`config.mk`:
```
export PLATFORM = sky130hd
export DESIGN_NAME = dmi_responder
export DESIGN_NICKNAME = d
export VERILOG_FILES = /design/src/rtl/dmi_pkg.sv /design/src/rtl/dmi_responder.sv
export SDC_FILE = /design/constraint.sdc
export NUM_CORES = 1
export LEC_CHECK = 0
export CAP_MARGIN = 30
export CELL_PAD_IN_SITES_DETAIL_PLACEMENT = 0
export CELL_PAD_IN_SITES_GLOBAL_PLACEMENT = 2
export CORE_MARGIN = 1
export CORE_UTILIZATION = 28
export CTS_CLUSTER_SIZE = 25
export DETAILED_ROUTE_END_ITERATION = 7
export GPL_TIMING_DRIVEN = 0
export PLACE_DENSITY = 0.91
export SLEW_MARGIN = 10
export SYNTH_ARGS = -nofsm -noshare
export SYNTH_HDL_FRONTEND = slang
export SYNTH_SLANG_ARGS = --single-unit
```
`constraint.sdc`:
```
create_clock -name clk_i -period 2.5 [get_ports clk_i]
set_clock_uncertainty 0.05 [all_clocks]
set_input_delay 0.5 -clock clk_i [delete_from_list [all_inputs] [get_ports clk_i]]
set_output_delay 0.5 -clock clk_i [all_outputs]
set_load 0.01 [all_outputs]
```
`src/rtl/dmi_pkg.sv`:
```
// Shared DMI definitions: word field positions, request/response op encodings,
// responder FSM states and a response-word packing helper.
package dmi_pkg;

  localparam int unsigned DMI_ADDR_W   = 7;
  localparam int unsigned DMI_DATA_W   = 32;
  localparam int unsigned DMI_WORD_W   = 41;

  localparam int unsigned DMI_OP_LSB   = 0;
  localparam int unsigned DMI_OP_MSB   = 1;
  localparam int unsigned DMI_DATA_LSB = 2;
  localparam int unsigned DMI_DATA_MSB = 33;
  localparam int unsigned DMI_ADDR_LSB = 34;
  localparam int unsigned DMI_ADDR_MSB = 40;

  typedef enum logic [1:0] {
    DMI_OP_NOP   = 2'd0,
    DMI_OP_READ  = 2'd1,
    DMI_OP_WRITE = 2'd2,
    DMI_OP_RSVD  = 2'd3
  } dmi_req_op_e;

  typedef enum logic [1:0] {
    DMI_RESP_SUCCESS = 2'd0,
    DMI_RESP_FAILED  = 2'd2,
    DMI_RESP_BUSY    = 2'd3
  } dmi_resp_op_e;

  typedef enum logic [1:0] {
    ST_IDLE,
    ST_ACCESS,
    ST_WAIT,
    ST_RESP
  } dmi_state_e;

  function automatic logic [DMI_WORD_W-1:0] dmi_pack_resp(
    input logic [DMI_ADDR_W-1:0] addr,
    input logic [DMI_DATA_W-1:0] data,
    input dmi_resp_op_e          op
  );
    return {addr, data, op};
  endfunction

endpackage

```
`src/rtl/dmi_responder.sv`:
```
// Core-side DMI terminating endpoint. Accepts one request at a time, forwards
// READ/WRITE to the debug-module register port and returns a status response.
// A stalled access is converted into a BUSY response after TIMEOUT_CYCLES.
// Optional: define DMI_ADDR_CHECK_EN to reject READ/WRITE outside
// [DM_ADDR_MIN, DM_ADDR_MAX] without touching the register port.
module dmi_responder
  import dmi_pkg::*;
#(
  parameter int unsigned DATA_WIDTH     = 41,
  parameter int unsigned TIMEOUT_CYCLES = 255,
  parameter logic [6:0]  DM_ADDR_MIN    = 7'h04,
  parameter logic [6:0]  DM_ADDR_MAX    = 7'h40
) (
  input  logic                  clk_i,
  input  logic                  rst_ni,
  input  logic [DATA_WIDTH-1:0] req_data_i,
  input  logic                  req_valid_i,
  output logic                  req_ready_o,
  output logic [DATA_WIDTH-1:0] resp_data_o,
  output logic                  resp_valid_o,
  input  logic                  resp_ready_i,
  output logic                  dm_req_valid_o,
  input  logic                  dm_req_ready_i,
  output logic                  dm_we_o,
  output logic [6:0]            dm_addr_o,
  output logic [31:0]           dm_wdata_o,
  input  logic                  dm_rvalid_i,
  input  logic [31:0]           dm_rdata_i,
  input  logic                  dm_err_i
);

  localparam int unsigned CNT_W = (TIMEOUT_CYCLES == 0) ? 1 : $clog2(TIMEOUT_CYCLES + 1);

`ifdef DMI_ADDR_CHECK_EN
  localparam bit ADDR_CHECK = 1'b1;
`else
  localparam bit ADDR_CHECK = 1'b0;
`endif

  dmi_state_e                state;
  logic [CNT_W-1:0]          cnt;
  logic [CNT_W-1:0]          cnt_inc;
  logic                      timeout_hit;
  logic [DMI_ADDR_W-1:0]     in_addr;
  logic [DMI_DATA_W-1:0]     in_data;
  dmi_req_op_e               in_op;
  logic                      addr_reject;

  assign in_addr = req_data_i[DMI_ADDR_MSB:DMI_ADDR_LSB];
  assign in_data = req_data_i[DMI_DATA_MSB:DMI_DATA_LSB];
  assign in_op   = dmi_req_op_e'(req_data_i[DMI_OP_MSB:DMI_OP_LSB]);

  assign addr_reject = ADDR_CHECK && ((in_addr < DM_ADDR_MIN) || (in_addr > DM_ADDR_MAX));

  // The timeout fires on the cycle whose increment would reach TIMEOUT_CYCLES,
  // so exactly TIMEOUT_CYCLES cycles are spent in ACCESS+WAIT.
  assign cnt_inc     = cnt + 1'b1;
  assign timeout_hit = (TIMEOUT_CYCLES != 0) && (cnt_inc == CNT_W'(TIMEOUT_CYCLES));

  assign req_ready_o = (state == ST_IDLE);

  // Request/response FSM with registered register-port and response outputs.
  always_ff @(posedge clk_i or negedge rst_ni) begin
    if (!rst_ni) begin
      state          <= ST_IDLE;
      cnt            <= '0;
      resp_valid_o   <= 1'b0;
      resp_data_o    <= '0;
      dm_req_valid_o <= 1'b0;
      dm_we_o        <= 1'b0;
      dm_addr_o      <= '0;
      dm_wdata_o     <= '0;
    end else begin
      case (state)
        ST_IDLE: begin
          if (req_valid_i) begin
            cnt <= '0;
            case (in_op)
              DMI_OP_NOP: begin
                state        <= ST_RESP;
                resp_valid_o <= 1'b1;
                resp_data_o  <= dmi_pack_resp(in_addr, '0, DMI_RESP_SUCCESS);
              end
              DMI_OP_READ, DMI_OP_WRITE: begin
                if (addr_reject) begin
                  state        <= ST_RESP;
                  resp_valid_o <= 1'b1;
                  resp_data_o  <= dmi_pack_resp(in_addr, '0, DMI_RESP_FAILED);
                end else begin
                  state          <= ST_ACCESS;
                  dm_req_valid_o <= 1'b1;
                  dm_we_o        <= (in_op == DMI_OP_WRITE);
                  dm_addr_o      <= in_addr;
                  dm_wdata_o     <= in_data;
                end
              end
              default: begin
                state        <= ST_RESP;
                resp_valid_o <= 1'b1;
                resp_data_o  <= dmi_pack_resp(in_addr, '0, DMI_RESP_FAILED);
              end
            endcase
          end
        end
        ST_ACCESS: begin
          cnt <= cnt_inc;
          if (timeout_hit) begin
            state          <= ST_RESP;
            dm_req_valid_o <= 1'b0;
            resp_valid_o   <= 1'b1;
            resp_data_o    <= dmi_pack_resp(dm_addr_o, '0, DMI_RESP_BUSY);
          end else if (dm_req_ready_i) begin
            state          <= ST_WAIT;
            dm_req_valid_o <= 1'b0;
          end
        end
        ST_WAIT: begin
          cnt <= cnt_inc;
          if (dm_rvalid_i) begin
            state        <= ST_RESP;
            resp_valid_o <= 1'b1;
            resp_data_o  <= dmi_pack_resp(dm_addr_o,
                                          (!dm_we_o && !dm_err_i) ? dm_rdata_i : '0,
                                          dm_err_i ? DMI_RESP_FAILED : DMI_RESP_SUCCESS);
          end else if (timeout_hit) begin
            state        <= ST_RESP;
            resp_valid_o <= 1'b1;
            resp_data_o  <= dmi_pack_resp(dm_addr_o, '0, DMI_RESP_BUSY);
          end
        end
        ST_RESP: begin
          if (resp_ready_i) begin
            state        <= ST_IDLE;
            resp_valid_o <= 1'b0;
            resp_data_o  <= '0;
          end
        end
        default: state <= ST_IDLE;
      endcase
    end
  end

endmodule
```
==> results.cfg <==
[drt]
routed_wl_um = 14200
drtAntennaViolNets = 0
drtIter0Drc = 194
drc = 0
dr.pass1.iters = 4
vias_per_cell = 5.16
wl_per_cell_um = 17.3
vias = 4221

[power_and_ir_drop]
powerDensity_nw_per_um2 = 1170
cellLeakagePower_nw = 2.90
finalPower_w = 0.00816
vdd_ir_drop_max_mv = 0.630

[grt]
grt-ovfl-total = 0
grt_pass1_wl_um = 21700
grt_max_degree = 60
antenna_found_initial = 0
grt_usage_pct = 16.6
grt_pass1_vias = 4128

[sta]
post-route-period-util_pct = 95.7
slew_headroom_pct = 57.0
fin_setup_tns_ns = 0
timing.fmax_ghz = 0.418
setup_violations = 0
finalWorstSetupSlack_ns = 0.106
fin_crit_ns = 2.39
worstMarginPinSlew_ns = 0.640
slew_violations = 0
grt_setup_unrepaired = true
hold_viol = 0

[yosys]
synth-seq-area-share_pct = 50.5
syn_area_um2 = 4610
synth_top_area_cell = dfrtp_1
synth_most_common_cell = dfrtp_1
syn_area_per_cell_um2 = 11.1
synth-seq-cells = 93
synth_ff_type = dfrtp_1
ys_types = 47
synth_edf_count = 0
async_flop_share_pct = 100
synthCells = 416
synth_fp_nets = 504
synth_warnings = 0
ys_top_cells_by_count = dfrtp_1, a21oi_1, mux2_2
yosys.area.top_type_share_pct = 50.5
synth_area_leaders = dfrtp_1, mux2_2, a32o_1

[clock_tree]
clk_latency_ns = 0.35
cts-root-buf = clkbuf_16
clockBufferDepth = 2
clk_pin_slew_worst_paths_ns = 0.07
cts_tree = yes
numCtsBuffers = 9
cts_sinks = 93
cts-htree-levels = 3
ctsHoldBuffers = 0

[floorplan]
die_x_um = 130
num_rows = 46
initial_core_util_pct = 28.8
dieArea_um2 = 17000
die_h_um = 130
io-pin-count = 164
coreArea_um2 = 16000

[critical_path]
setup.worst_path.start = cnt[0]
path_max_fanout = 10
crit_end = resp_data_o[38]
rrSetupSlack_ns = 0.11
start_kind = flip-flop
criticalPathCategory = reg2reg
r2r-end = resp_data_o[38]
worstPathRequired_ns = 2.68
arrival_ns = 2.57
endpoint_kind = flip-flop
r2r_start = cnt[0]
ff2ff_path_depth = 7

[layout]
fin_area_um2 = 6950
synthToLayoutAreaGrowth_pct = 50.8
postLayoutCoreUtil_pct = 43.4
layout-drive-gt1-share_pct = 16.8
fin_nets = 684

[hold_path]
hp-class = in2async

[place]
place_ws_ns = -0.714
portBuffers = 163
place_hpwl_um = 10200
place.gp.congestion = 0.793
place_area_um2 = 6540

[status]
status = finished clean

[job]
maxCapViolCount = 0
-- power breakdown --
part,leakage [nW],switching (W),internal [W]
logic,1.57,0.00216,0.00216
registers,1.18,0.000409,0.00207
clock network,0.141,0.000661,0.000699
-- layout by cell type (no fill, tap or decap), types with 2 or more instances in the layout --
cell             instances
nor2b_1                  2
o21ai_0                  9
ha_1                     7
a21oi_1                 48
nand3b_1                 2
buf_2                    4
o21a_1                   4
nor4_1                   2
inv_1                    8
clkbuf_16                9
dfrtp_2                  2
dfrtp_1                 91
nand2b_1                 5
a22o_1                   5
mux2_2                  41
nand2_1                 24
nor3_1                   2
clkbuf_1                 8
nand4_1                  2
a311o_1                  7
nand3_1                  5
a32o_1                  32
a21o_1                   3
clkbuf_2                18
o31ai_1                 32
buf_4                    9
clkinv_4                 3
buf_1                    2
o21ai_1                  4
clkdlybuf4s50_1        162
nor2_1                  10
and3b_1                  8
-- layer usage --
metal / share of wire, % / global-route usage (%) / routed length, um / vias to the layer above
li1: - / - / - / 1962
met1: 42 / 20.5 / 5930 / 2075
met2: 49 / 28.0 / 6950 / 165
met3: 7.3 / 4.39 / 1040 / 19
met4: 1.8 / 5.75 / 253 / 0
met5: 0 / 0 / 0 / -
-- through the flow --
stage,hold WS [ns],cells
final,0.0566,818
after global routing,0.0914,817
after detailed placement,0.434,796
after global placement,0.422,795
after floorplan,0.154,416
after CTS,0.0618,813
-- sequential cells by signal, indices dropped and copies added (netlist names) --
register / flops
resp_valid_o: 1
dm_wdata_o: 32
dm_req_valid_o: 1
dm_we_o: 1
cnt: 8
resp_data_o: 41
dm_addr_o: 7
state: 2
-- worst max-delay path, cell delays in order (launching register included) --
cell and delay [ns]:
dfrtp_2 0.42, buf_4 0.13, nand4_2 0.18, or3_1 0.42
a221oi_4 0.37, buf_6 0.19, and3b_1 0.18, a311o_1 0.32
-- how the worst min path moves through the flow --
stage	start	to	slack [ns]	depth (start not counted)
after CTS	rst_ni	resp_data_o[39]	0.06	1
after floorplan	rst_ni	cnt[0]	0.15	0
after global placement	resp_data_o[32]	resp_data_o[32]	0.42	1
after detailed placement	resp_data_o[2]	resp_data_o[2]	0.43	1
final	rst_ni	dm_wdata_o[3]	0.06	1
after global routing	rst_ni	dm_wdata_o[17]	0.09	1
-- layout make-up --
class	instances	area, um^2
fillers	1562	9050
diodes	1	2.50
clock buffers	9	225
multi-input cells	279	2150
repair buffers	170	1700
clock inverters	7	70.1
flip-flops and latches	93	2330
well taps	216	270
plain buffers	35	174
inverters	8	30.0
-- cells by family (layout without fill, tap and decap cells) --
| group | count (synthesis) | after routing | synth area share [%] |
|---|---|---|---|
| buf+inv | 44 | 229 | 3.80 |
| other cells | 0 | 1 | 0 |
| mux | 42 | 42 | 10.2 |
| fa+ha+maj | 8 | 8 | 2.17 |
| flops | 93 | 93 | 50.5 |
| compound gates | 157 | 157 | 24.7 |
| simple gates | 72 | 72 | 8.58 |
-- what timing repair did --
item,in CTS,in global routing
endpoints found under the setup margin,45,44
setup buffers,2,4
gates resized for setup,11,36
Power figures use the tool's default switching activity.
